[src/rtl/seg_scan_decoder.sv]
// rtl/seg_scan_decoder.sv - seven-segment scan bus reader: settles, decodes and
// publishes a coherent 4-digit frame with valid/err pulses.
module seg_scan_decoder #(
  parameter int STABLE_CYCLES  = 4,
  parameter int TIMEOUT_CYCLES = 1024
) (
  input  logic        clk,
  input  logic        rst,
  input  logic [3:0]  AN,
  input  logic [7:0]  SEGMENT,
  output logic [15:0] HEXS,
  output logic [3:0]  POINTS,
  output logic [3:0]  BLANK,
  output logic        valid,
  output logic        err
);

  localparam int STAB_W = $clog2(STABLE_CYCLES + 1);
  localparam int TOUT_W = $clog2(TIMEOUT_CYCLES + 1);
  localparam logic [STAB_W-1:0] STAB_MAX = STAB_W'(STABLE_CYCLES);
  localparam logic [STAB_W-1:0] STAB_ACC = STAB_W'(STABLE_CYCLES - 1);
  localparam logic [TOUT_W-1:0] TOUT_MAX = TOUT_W'(TIMEOUT_CYCLES);
  localparam logic [TOUT_W-1:0] TOUT_HIT = TOUT_W'(TIMEOUT_CYCLES - 1);

  typedef enum logic [1:0] {
    IDLE    = 2'd0,
    COLLECT = 2'd1,
    COMMIT  = 2'd2
  } state_t;

  state_t state_q, state_d;

  logic [3:0]        an_q, an_p;
  logic [7:0]        seg_q, seg_p;
  logic [STAB_W-1:0] stab_cnt;
  logic [TOUT_W-1:0] tout_cnt;
  logic [3:0]        mask;
  logic [15:0]       sh_hex;
  logic [3:0]        sh_pt;
  logic [3:0]        sh_blank;

  logic        same, accept, one_low, dec_legal, dec_blank;
  logic        acc_legal, acc_illegal, commit, timeout;
  logic [3:0]  dec_nib, dig_bit, mask_set;
  logic [1:0]  dig_idx;
  logic [6:0]  lit;
  logic [15:0] sh_hex_d;
  logic [3:0]  sh_pt_d, sh_blank_d;

  // Returns {legal, blank, nibble} for a gfedcba lit pattern.
  function automatic logic [5:0] decode_lit(input logic [6:0] l);
    logic [5:0] r;
    case (l)
      7'h3F:   r = 6'b10_0000;
      7'h06:   r = 6'b10_0001;
      7'h5B:   r = 6'b10_0010;
      7'h4F:   r = 6'b10_0011;
      7'h66:   r = 6'b10_0100;
      7'h6D:   r = 6'b10_0101;
      7'h7D:   r = 6'b10_0110;
      7'h07:   r = 6'b10_0111;
      7'h7F:   r = 6'b10_1000;
      7'h6F:   r = 6'b10_1001;
      7'h77:   r = 6'b10_1010;
      7'h7C:   r = 6'b10_1011;
      7'h39:   r = 6'b10_1100;
      7'h5E:   r = 6'b10_1101;
      7'h79:   r = 6'b10_1110;
      7'h71:   r = 6'b10_1111;
      7'h00:   r = 6'b11_0000;
      default: r = 6'b00_0000;
    endcase
    return r;
  endfunction

  always_comb begin
    same    = ({an_q, seg_q} == {an_p, seg_p});
    accept  = same && (stab_cnt == STAB_ACC);
    dig_bit = ~an_q;
    one_low = (dig_bit != 4'b0000) && ((dig_bit & (dig_bit - 4'd1)) == 4'b0000);
    dig_idx = 2'd0;
    case (an_q)
      4'b1110: dig_idx = 2'd0;
      4'b1101: dig_idx = 2'd1;
      4'b1011: dig_idx = 2'd2;
      4'b0111: dig_idx = 2'd3;
      default: dig_idx = 2'd0;
    endcase
    lit = ~seg_q[6:0];
    {dec_legal, dec_blank, dec_nib} = decode_lit(lit);

    acc_legal   = accept && one_low && dec_legal;
    acc_illegal = accept && one_low && !dec_legal;

    sh_hex_d   = sh_hex;
    sh_pt_d    = sh_pt;
    sh_blank_d = sh_blank;
    mask_set   = mask;
    if (acc_legal) begin
      sh_hex_d[dig_idx*4 +: 4] = dec_nib;
      sh_pt_d[dig_idx]         = ~seg_q[7];
      sh_blank_d[dig_idx]      = dec_blank;
      mask_set                 = mask | dig_bit;
    end

    commit  = acc_legal && (mask_set == 4'hF);
    timeout = !acc_legal && (mask != 4'h0) && (tout_cnt == TOUT_HIT);
  end

  always_ff @(posedge clk) begin
    if (rst) begin
      state_q <= IDLE;
    end else begin
      state_q <= state_d;
    end
  end

  always_comb begin
    state_d = state_q;
    case (state_q)
      IDLE:    if (acc_legal) state_d = commit ? COMMIT : COLLECT;
      COLLECT: begin
        if (commit)       state_d = COMMIT;
        else if (timeout) state_d = IDLE;
      end
      COMMIT:  state_d = acc_legal ? COLLECT : IDLE;
      default: state_d = IDLE;
    endcase
  end

  assign valid = (state_q == COMMIT);

  always_ff @(posedge clk) begin
    if (rst) begin
      an_q     <= 4'h0;
      seg_q    <= 8'h00;
      an_p     <= 4'h0;
      seg_p    <= 8'h00;
      stab_cnt <= '0;
      tout_cnt <= '0;
      mask     <= 4'h0;
      sh_hex   <= 16'h0000;
      sh_pt    <= 4'h0;
      sh_blank <= 4'h0;
      HEXS     <= 16'h0000;
      POINTS   <= 4'b0000;
      BLANK    <= 4'b1111;
      err      <= 1'b0;
    end else begin
      an_q  <= AN;
      seg_q <= SEGMENT;
      an_p  <= an_q;
      seg_p <= seg_q;

      if (!same)                 stab_cnt <= STAB_W'(1);
      else if (stab_cnt != STAB_MAX) stab_cnt <= stab_cnt + STAB_W'(1);

      if (acc_legal || commit)       tout_cnt <= '0;
      else if (tout_cnt != TOUT_MAX) tout_cnt <= tout_cnt + TOUT_W'(1);

      sh_hex   <= sh_hex_d;
      sh_pt    <= sh_pt_d;
      sh_blank <= sh_blank_d;

      // The full mask is never stored: commit and clear happen on one edge.
      if (commit || timeout) mask <= 4'h0;
      else                   mask <= mask_set;

      if (commit) begin
        HEXS   <= sh_hex_d;
        POINTS <= sh_pt_d;
        BLANK  <= sh_blank_d;
      end

      err <= acc_illegal || timeout;
    end
  end

endmodule

[config.mk]
export PLATFORM = sky130hd
export DESIGN_NAME = seg_scan_decoder
export DESIGN_NICKNAME = d
export VERILOG_FILES = /design/src/rtl/seg_scan_decoder.sv
export SDC_FILE = /design/constraint.sdc
export NUM_CORES = 1
export LEC_CHECK = 0
export ABC_CLOCK_PERIOD_IN_PS = 3300
export CORE_ASPECT_RATIO = 0.75
export CORE_MARGIN = 4
export CORE_UTILIZATION = 57
export CTS_CLUSTER_SIZE = 30
export DETAILED_ROUTE_END_ITERATION = 12
export PLACE_DENSITY = 0.8
export SLEW_MARGIN = 10
export SYNTH_ARGS = -nofsm -noshare
export SYNTH_HDL_FRONTEND = slang
export SYNTH_SLANG_ARGS = --single-unit
[constraint.sdc]
create_clock -name clk -period 3.3 [get_ports clk]
set_input_delay 0.33 -clock clk [delete_from_list [all_inputs] [get_ports clk]]
set_output_delay 0.33 -clock clk [all_outputs]
set_load 0.02 [all_outputs]
# ---- After elaboration in Yosys (flattened, before gate mapping)
# Index checks and enable logic that the tools add are counted.
dict set report classes {
  eq_ne 30
  n_div 0
  shift 2
  n_addsub 4
  order_cmp 2
  muxes 19
  n_reduce_logical 23
  mul 0
  bitwise_logic 6
}
# cell count
set op_table {}
lappend op_table {{$pmux 6 s17} 1}
lappend op_table {{$eq 7x7->1 const B} 12}
lappend op_table {{$neg 4->34} 1}
lappend op_table {{$shift 4x34->16 const A} 1}
lappend op_table {{$shiftx 4x34->16} 1}
lappend op_table {{$bwmux 16} 1}
lappend op_table {{$mux 16} 1}
lappend op_table {{$eq 7x3->1 const B} 2}
lappend op_table {{$eq 7x6->1 const B} 2}
lappend op_table {{$eq 12x12->1} 1}
lappend op_table {{$eq 4x4->1 const B} 3}
lappend op_table {{$mux 4} 3}
lappend op_table {{$pmux 2 s3} 2}
lappend op_table {{$add 11x1->11 const B} 1}
lappend op_table {{$eq 11x10->1 const B} 1}
lappend op_table {{$ne 11x11->1 const B} 1}
lappend op_table {{$logic_and 1x1->1} 9}
lappend op_table {{$bwmux 4} 2}
lappend op_table {{$mux 2} 4}
lappend op_table {{$reduce_bool 4->1} 2}
lappend op_table {{$logic_not 7->1} 1}
lappend op_table {{$not 7->7} 1}
lappend op_table {{$ne 3x3->1 const B} 2}
lappend op_table {{$reduce_or 2->1} 3}
lappend op_table {{21 further kinds} 28}
dict set report word_totals {
  out_inout_bits 26
  romBits 0
  elab_cells 102
  memories 0
  ff_bits 93
  ramBits 0
  latchBits 0
}

# ---- Depth between registers and ports, before layout
# Gate-level depths: netlist of the first run.
dict set report logic_depth {
  ltp_word 13
  ltp_mapped 11
  mapped_depth_nobuf 9
}

# ---- Worst setup path after synthesis of the first run
# OpenSTA, ideal clock, no wires.
dict set report synth_path {
  path_type {reg-to-reg}
  start {register seg_q[6]}
  end {register HEXS[12]}
  required_time_ps 3168
  arrival_ps 2289
  setup_slack_ps 879
  stages_incl_launch_ff 11
  cell_sequence {dfxtp_1 -> buf_2 -> clkbuf_1 -> xor2_1 -> nor4_1 -> nand3_1 -> a311oi_4 -> buf_4 -> nand2_1 -> a221oi_1 -> nor3_1}
}
dict set report synth_via {
  elab_chain_len 7
}
# element line
set synth_rtl {}
lappend synth_rtl {{from (decl)} 34} ;# logic [7:0] seg_q, seg_p;
lappend synth_rtl {{from (signal assigned)} 136} ;# seg_q <= 8'h00;
lappend synth_rtl {{from (signal assigned)} 151} ;# seg_q <= SEGMENT;
lappend synth_rtl {{branches (longest 7 deep; another with $shiftx 4x34->16)} -}
lappend synth_rtl {{to (signal assigned)} 170} ;# HEXS <= sh_hex_d;
lappend synth_rtl {{to (decl)} 11} ;# output logic [15:0] HEXS,
# Several ways; the timed one is not identified.
# A chain may end at the register's enable or synchronous reset.

# ---- Worst setup path after layout of the first run
dict set report layout_path {
  start {register seg_q[6]}
  end {register HEXS[4]}
}
# The elaborated chain is that of the path after synthesis.

==> results.md, run 1 <==
STA:
- The number of failing setup endpoints in the final timing report is 0.
- The number of pins exceeding their max-slew limit in the final report is 0.
- The worst clock skew is around 0.006 ns.
- The final clock period utilization by the worst path is between 90% and 100%.
- The final sum of negative setup slack is 0 ns.
- The worst path in the final design needs a cycle of 2.98 ns, including I/O delays and setup.
- The maximum clock frequency is 336 MHz.
- In this run the tightest slew margin relative to its limit is a little under half.
- The hold violation count in the final report is 0.
- Setup repair after global routing left no endpoint under its margin.
- The transition time at the pin with the least slew margin is approximately 0.8 ns.

Synth:
- Synthesis produced a netlist with a net count of ~500.
- The xor/xnor cell area share of the yosys netlist is ~5.2%.
- The number of different library cells in the post-synthesis netlist is 53.
- The area share of fa/ha/maj cells after synthesis is ~3.0%.
- The compound-cell area share of the yosys netlist is between 10% and 20%.
- After synthesis, the share of cell area in mux cells is ~7.0%.
- The share of flip-flops with an asynchronous set or reset is 0%.
- The synthesized netlist devotes a little under a quarter of its cell area to simple gates.
- Counting flops with a built-in enable in the synthesized netlist gives 0.
- The number of instances in the synthesized netlist is 475.
- Each instance of the synthesized netlist takes up on average around 9 µm².
- By area, the combinational part of the netlist is dominated by simple AND/OR/NAND/NOR gates.
- The post-synthesis cell area is 4170 µm².
- Sequential elements use around 45% of the synthesized area.
- After synthesis the netlist holds a flip-flop and latch count of between 90 and 100.
- The most used flip-flop cell after synthesis is sky130_fd_sc_hd__dfxtp_1.
- For this run, the number of Yosys warnings is 0.

Critical path:
- The cell family contributing the most delay on the critical path is simple AND/OR/NAND/NOR gates.
- The critical path buffer and inverter count is 0.
- The critical path endpoint category is a register.
- The startpoint-to-endpoint class of the critical path is reg2reg.
- The data required time at the worst endpoint is about 3.6 ns.
- The endpoint arrival time on the critical path is roughly 3.2 ns.
- On the worst path, the slowest cell contributes a delay of between 0.6 and 0.7 ns.
- The startpoint class of the critical path is a register.
- The critical path goes through nand3_1 -> or3_1 -> o2111a_1 -> a311oi_4 -> nand2_1 -> mux2i_1 -> a211oi_1.
- The critical-path maximum fanout is 17.
- The slowest stage of the critical path belongs to the cell sky130_fd_sc_hd__dfxtp_1.

Job:
- The tool flagged a number of max-cap violations equal to 0.

Power and ir drop:
- Dividing total power by cell area gives a power density of roughly 430 nW/µm².
- Summed over all cells, the static leakage comes to 1.95 nW.
- The largest voltage drop on the vdd net is between 0.3 and 0.4 mV.

Floorplanning:
- The die outline height is slightly above 80 µm.
- For this configuration, the core starts out at a cell density of about three fifths.
- The count of standard-cell rows is 26.
- During I/O placement, the number of pins put on the boundary was 40.
- The area of the die is ~8800 µm².
- After floorplanning, the core was sized to cover 6960 µm².
- The floorplan step set the die width to around 110 µm.

Hold path:
- The path class of the tightest hold or removal check is reg2reg.

Global route:
- The pin count of the biggest net entering global routing is 44.
- The global-route wire length before repair is roughly 15 mm.
- The number of antenna violations at the first check in global routing is 0.
- The via count of the first global-routing pass is around 3,100.
- For this run the aggregate overflow at the end of global routing stands at 0.
- The global-route total usage across every layer is roughly a fifth.

Final layout:
- The number of non-filler instances in the completed layout is 603.
- The fraction of layout instances using a drive strength above 1 is 6.53%.
- The diode insertion count for antenna repair is 0.
- The area growth from synthesis to layout is 15.0%.
- Cells fill 68.9% of the core in the end.
- The final-stage net count is roughly 520.

CTS:
- TritonCTS built the clock tree.
- Clock-pin slew was measured on the worst setup and hold paths at roughly 0.090 ns.
- The clock tree buffer depth is 2.
- Gates resized during post-CTS repair numbered 0.
- The root buffer cell is sky130_fd_sc_hd__clkbuf_8.
- The hold buffer count at CTS is 0.
- The clock insertion delay at the later pin of the skew report is approximately 0.35 ns.
- The post-CTS setup-driven buffer insertion count is 0.
- The clock net in this run drives a total of 93 sinks.
- The clock tree synthesis step divided the H-tree into 3 levels.
- The number of buffers inserted during clock tree synthesis is 9.

Drt:
- The final routed DRC violation total is 0.
- In the routed layout, each cell is associated on average with a via count of between 5 and 6.
- Summing over every cut layer, the via total after detailed routing is 3,308.
- The number of nets with antenna violations after detailed routing is 0.
- The first detailed-routing pass took 5 iterations.
- The routed design has 8.64 mm of wire.
- Dividing the detail-routed wire length by the instance count gives about 14 µm.
- The count of routing violations after the opening detailed-route iteration is 160.

Run status:
- The flow ran to the end, and the final reports show no timing, DRC or antenna violations.

Placed design:
- The placed wire-length estimate after detailed placement is approximately 6.2 mm.
- The number of buffers added on ports is 39.
- The cell count after placement is 587.
- At the end of routability-driven placement, the weighted congestion stood at ~0.94.
-- registers in the layout (all words and copies together) (netlist names) --
signal	cells
BLANK	4
HEXS	16
POINTS	4
an_p	4
an_q	4
err	1
mask	4
seg_p	8
seg_q	8
sh_blank	4
sh_hex	16
sh_pt	4
stab_cnt	3
state_q	2
tout_cnt	11
-- routing by layer --
layer	GRT usage, %	vias to the layer above	part of all wire (%)
li1	-	1665	-
met1	29.0	1550	48
met2	34.3	85	45
met3	5.03	8	5.5
met4	4.98	0	0.94
met5	0	-	0
-- cells in the mapped netlist (2+ instances only) --
| master | number | area share (%) |
|---|---|---|
| sky130_fd_sc_hd__xnor2_1 | 7 | 1.5 |
| sky130_fd_sc_hd__a21o_1 | 2 | 0.36 |
| sky130_fd_sc_hd__ha_1 | 10 | 3.0 |
| sky130_fd_sc_hd__or2_2 | 3 | 0.45 |
| sky130_fd_sc_hd__nand4b_1 | 3 | 0.63 |
| sky130_fd_sc_hd__nor3_1 | 14 | 1.7 |
| sky130_fd_sc_hd__a211oi_1 | 12 | 2.2 |
| sky130_fd_sc_hd__buf_4 | 4 | 0.72 |
| sky130_fd_sc_hd__a221oi_1 | 3 | 0.63 |
| sky130_fd_sc_hd__o22ai_1 | 3 | 0.45 |
| sky130_fd_sc_hd__xor2_1 | 18 | 3.8 |
| sky130_fd_sc_hd__dfxtp_1 | 93 | 45 |
| sky130_fd_sc_hd__clkbuf_1 | 17 | 1.5 |
| sky130_fd_sc_hd__nor2_1 | 96 | 8.6 |
| sky130_fd_sc_hd__nand4_1 | 2 | 0.30 |
| sky130_fd_sc_hd__a211oi_2 | 6 | 1.8 |
| sky130_fd_sc_hd__and3b_1 | 2 | 0.42 |
| sky130_fd_sc_hd__o21ai_0 | 11 | 1.3 |
| sky130_fd_sc_hd__nand2_1 | 28 | 2.5 |
| sky130_fd_sc_hd__a21boi_0 | 2 | 0.36 |
| sky130_fd_sc_hd__nand3_1 | 12 | 1.4 |
| sky130_fd_sc_hd__and3_1 | 3 | 0.45 |
| sky130_fd_sc_hd__a21oi_1 | 12 | 1.4 |
| sky130_fd_sc_hd__nor4bb_1 | 2 | 0.48 |
| sky130_fd_sc_hd__mux2i_1 | 28 | 6.7 |
| sky130_fd_sc_hd__nor4_1 | 6 | 0.90 |
| sky130_fd_sc_hd__buf_1 | 4 | 0.36 |
| sky130_fd_sc_hd__nor2b_1 | 27 | 4.0 |
| sky130_fd_sc_hd__nand3b_1 | 3 | 0.54 |
| sky130_fd_sc_hd__buf_2 | 6 | 0.72 |
| sky130_fd_sc_hd__inv_1 | 14 | 1.3 |
-- logic make-up (layout without fill, tap and decap cells) --
kind of cell | after synthesis | after routing
and+or+nand+nor | 208 | 208
muxes | 29 | 29
xor gates and xnor gates | 25 | 25
AOI/OAI and AO/OA | 64 | 64
adders and majority gates | 10 | 10
DFF | 93 | 93
buffers and inverters | 46 | 76
-- metrics by stage --
step	power [mW]	area [µm²]	setup slack (ns)	hold WS [ns]
after floorplan	1.29	4170	0.879	0.413
after global placement	1.33	4600	0.506	0.424
after detailed placement	1.33	4600	0.404	0.458
after CTS	2.08	4800	0.359	0.471
after global routing	2.16	4800	0.144	0.495
final	2.07	4800	0.324	0.472
-- where the power goes --
part | leakage, nW | switching (mW) | internal (mW)
sequential | 0.755 | 0.0295 | 1.14
clock | 0.0959 | 0.389 | 0.373
combinational | 1.10 | 0.0766 | 0.0616
total | 1.95 | 0.495 | 1.57
-- area by class of cell --
class,instances,area (µm²)
Clock inverter,5,58.8
Sequential cell,93,1860
Timing Repair Buffer,45,443
Inverter,15,56.3
Fill cell,570,2160
Clock buffer,11,141
Multi-Input combinational cell,336,2110
Tap cell,98,123
-- final timing paths --
path	slack, ns	cells past startpoint	from	endpoint
setup / recovery	0.32	7	seg_q[6]	HEXS[4]
hold / removal	0.47	1	state_q[1]	state_q[1]
setup reg to reg	0.32	7	seg_q[6]	HEXS[4]
hold reg to reg	0.47	1	state_q[1]	state_q[1]
-- layout by cell type, fill, tap and decap left out, drive strengths merged, types with 7 or more instances in the layout --
cell           count
mux2i             28
nor2              96
nand3             12
clkdlybuf4s50     38
inv               15
xnor2              7
buf                7
ha                10
dfxtp             93
a211oi            18
clkbuf            11
a21oi             12
nor3              14
nand2             28
nor2b             27
xor2              18
o21ai             11
Note: power is estimated with default switching activity, not from simulation.
==> inputs of run 2 (changes only) <==
--- a/config.mk
+++ b/config.mk
@@ -6,7 +6,6 @@
 export NUM_CORES = 1
 export LEC_CHECK = 0
 export ABC_CLOCK_PERIOD_IN_PS = 3300
-export CORE_ASPECT_RATIO = 0.75
 export CORE_MARGIN = 4
 export CORE_UTILIZATION = 57
 export CTS_CLUSTER_SIZE = 30
==> run 2 against run 1 <==
- worst setup slack lost 0.0074 ns
- sequential share of layout area decreased by 0.61 points
- die area decreased by 0.16%
==> results.md, run 2 (synthesized netlist as in run 1, its figures left out) <==
Floorplanning:
- The number of ports placed on the die boundary was 40 (unchanged).
- The die outline height is 93.5 µm (+14%).
- The overall die width is 93.5 µm (-12%).
- The area of the core region is 6940 µm² (-0.25%).
- The count of standard-cell rows came to 30 (+15%).
- The effective utilization at floorplan was 60.1% (+0.15 points).
- The area of the die is 8750 µm² (-0.16%).

Drt:
- The count of routing violations after the opening detailed-route iteration came to 205 (+28%).
- The total number of vias came to 3,342 (+1.0%).
- The routed via count divided by cell count came to 5.53 (+0.86%).
- The number of nets with antenna violations after detailed routing is 0 (unchanged).
- The iteration count of the initial detailed-routing pass was 6 (+1).
- The final routed DRC violation total came to 0 (unchanged).
- The routed wirelength normalized by instance count was 14.6 µm (+1.8%).
- The post-detailed-routing wire length came to 8.82 mm (+2.0%).

Final layout:
- In the final layout, the registers with the most flip-flops are HEXS: 16 flops, sh_hex: 16 flops, tout_cnt: 11 flops.
- The signed area change from the synthesized netlist to the final layout is 16.9%.
- The design area is 4870 µm² (+1.6%).
- In the layout the commonest cells are sky130_fd_sc_hd__nor2_1 (96), sky130_fd_sc_hd__dfxtp_1 (93), sky130_fd_sc_hd__clkdlybuf4s50_1 (38), sky130_fd_sc_hd__nand2_1 (28), sky130_fd_sc_hd__mux2i_1 (28).
- The final-stage net count is 527 (+0.57%).
- The number of non-filler instances in the completed layout is 604 (+0.17%).
- The diode insertion count for antenna repair is 0 (unchanged).
- Leaving out fill and tap cells, the most frequent cell in the layout is sky130_fd_sc_hd__nor2_1.
- The fraction of layout instances using a drive strength above 1 is 7.28% (+0.75 points).
- The layout filler cell count is 552 (-3.2%).

CTS:
- The clock input transition at the sequential cells of the worst setup and hold paths is 0.09 ns (about the same).
- The post-CTS setup-driven buffer insertion count is 0 (unchanged).
- The hold buffer count at CTS is 0 (unchanged).
- CTS placed an instance of sky130_fd_sc_hd__clkbuf_8 at the clock tree root.
- The number of clock sinks came to 93 (unchanged).
- The number of buffers inserted during clock tree synthesis was 9 (unchanged).
- The CTS tree is yes.
- The clock tree buffer depth is 2 (unchanged).
- The H-tree depth reported by CTS is 3 (unchanged).
- The post-cts sizing count is 0 (unchanged).
- The clock insertion delay at the later pin of the skew report was 0.36 ns (about the same).

Global route:
- The via count of the first global-routing pass is 3,161 (+2.2%).
- The met2 layer usage reported by global route was 33.8% (-0.53 points).
- The global-route total usage across every layer is 21.4% (+0.23 points).
- The global-route wire length before repair is 15.0 mm (+1.6%).
- The aggregate global routing overflow was 0 (unchanged).
- The pin count of the biggest net entering global routing was 46 (+4.5%).
- The most crowded layer after global routing is met2.
- The routing usage on met3 came to 4.26% (-0.76 points).
- The routing usage on met1 was 29.5% (+0.47 points).
- The number of antenna violations at the first check in global routing is 0 (unchanged).

Critical path:
- The worst setup path is of the reg2reg kind.
- The path depth of the worst reg2reg path came to 7 (unchanged).
- The critical path endpoint category is a register.
- The endpoint arrival time on the critical path was 3.21 ns (-0.03 ns).
- The startpoint identified for the worst register-to-register timing path is seg_q[0].
- The setup slack on the worst flop-to-flop path is 0.32 ns (about the same).
- The critical-path maximum fanout came to 15 (-2).
- The startpoint class of the critical path is a register.
- The worst register-to-register path ends at HEXS[13].
- Tracing the worst setup path back leads to its startpoint at seg_q[0].
- The data required time at the worst endpoint is 3.53 ns (-0.04 ns).

Hold path:
- The worst hold path endpoint is seg_p[0].
- The type of the most critical hold path is in2reg.
- The cell depth of the worst hold path is 2 (+1).
- The startpoint identified for the worst hold timing path is rst.

Power and ir drop:
- The largest voltage drop on the vdd net is 0.360 mV (+3.5%).
- The proportion of power drawn by flip-flops and latches is 51.6% (-4.9 points).
- The cell leakage power came to 1.99 nW (+2.5%).
- The switching power as a share of total power was 23.0% (-0.98 points).
- The power density over the cells came to 462 nW/µm² (+7.2%).
- The internal power contribution is 1.73 mW (+10%).
- The overall power after layout is 2.25 mW (+8.9%).
- The combinational share of power was 6.6% (about the same).
- The clock network fraction of design power was 41.8% (+5.0 points).
- The switching power summed over all nets was 0.517 mW (+4.4%).

STA:
- The minimum setup slack in the final design is 0.317 ns (-0.00736 ns).
- The transition time at the pin with the least slew margin is 0.710 ns (-0.0894 ns).
- The number of pins exceeding their max-slew limit in the final report is 0 (unchanged).
- The max-slew headroom at the worst pin is 52.0% (+5.3 points).
- The maximum clock frequency is 335 MHz (-0.25%).
- The final sum of negative setup slack is 0 ns (unchanged).
- The clock period minus final worst setup slack came to 2.98 ns (+0.00736 ns).
- Setup repair after global routing left no endpoint under its margin.
- The number of failing setup endpoints in the final timing report is 0 (unchanged).
- The worst clock skew is 0.0125 ns (+0.00636 ns).
- The hold violation count in the final report came to 0 (unchanged).
- The final clock period utilization by the worst path came to 90.4% (+0.22 points).

Job:
- The count of maximum capacitance violations came to 0 (unchanged).

Placed design:
- The number of buffers added on ports is 39 (unchanged).
- The last weighted congestion value of the routability-driven placer is 0.863 (-8.2%).
- The cell count after placement was 588 (+0.17%).
- The cell area reported after detailed placement is 4620 µm² (+0.44%).
- The minimum setup slack after placement is 0.414 ns (+0.00996 ns).
- The placed wire-length estimate after detailed placement is 6.17 mm (-1.3%).

Run status:
- The flow ran to the end, and the final reports show no timing, DRC or antenna violations.
run 2: changes by cell type in the layout (fill, tap and decap cells not counted), sizes merged:
cell / previous run / this run
buf: 7 / 10
bufinv: 1 / 3
clkinvlp: 2 / 0
clkbuf: 11 / 10
clkinv: 2 / 3
run 2: worst max path at each step:
stage,end,slack [ns],depth (start not counted)
floorplan,HEXS[12],0.88,10
global route,HEXS[13],0.12,7
global placement,HEXS[6],0.53,7
CTS,HEXS[13],0.36,7
detailed placement,HEXS[13],0.41,7
finish,HEXS[13],0.32,7
run 2: power groups by stage:
stage / Sequential (mW) / Combinational (mW) / Clock (mW)
after global placement: 1.19 / 0.145 / 0
after global routing: 1.17 / 0.165 / 1.01
after CTS: 1.16 / 0.148 / 0.956
final: 1.16 / 0.149 / 0.941
after floorplan: 1.17 / 0.113 / 0
after detailed placement: 1.19 / 0.147 / 0
run 2: layout make-up:
| type | count | area (µm²) | area share (%) |
|---|---|---|---|
| Sequential cell | 93 | 1860 | 38.2 |
| Timing Repair Buffer | 48 | 465 | 9.55 |
| Clock buffer | 10 | 138 | 2.82 |
| Tap cell | 96 | 120 | 2.46 |
| Multi-Input combinational cell | 336 | 2110 | 43.4 |
| Inverter | 15 | 56.3 | 1.16 |
| Clock inverter | 6 | 119 | 2.44 |
run 2: through the flow:
step           util [%]  hold slack [ns]
2_1_floorplan         -            0.413
3_5_place_dp       66.5            0.437
5_1_grt            70.2            0.462
3_3_place_gp       66.5            0.425
6_report           70.2            0.420
4_1_cts            70.2            0.408
run 2: worst max-delay path, cell delays in order (launching register included):
cell	delay, ns
sky130_fd_sc_hd__dfxtp_1	0.63
sky130_fd_sc_hd__nand2_1	0.16
sky130_fd_sc_hd__or3_1	0.48
sky130_fd_sc_hd__o2111a_1	0.24
sky130_fd_sc_hd__a311oi_4	0.53
sky130_fd_sc_hd__nand2_1	0.34
sky130_fd_sc_hd__a221oi_1	0.39
sky130_fd_sc_hd__nor3_1	0.08
run 2: layer usage:
layer	share of wire, %	wire (µm)
met2	47	4130
met3	5.8	514
met5	0	0
met1	46	4090
met4	1.0	91
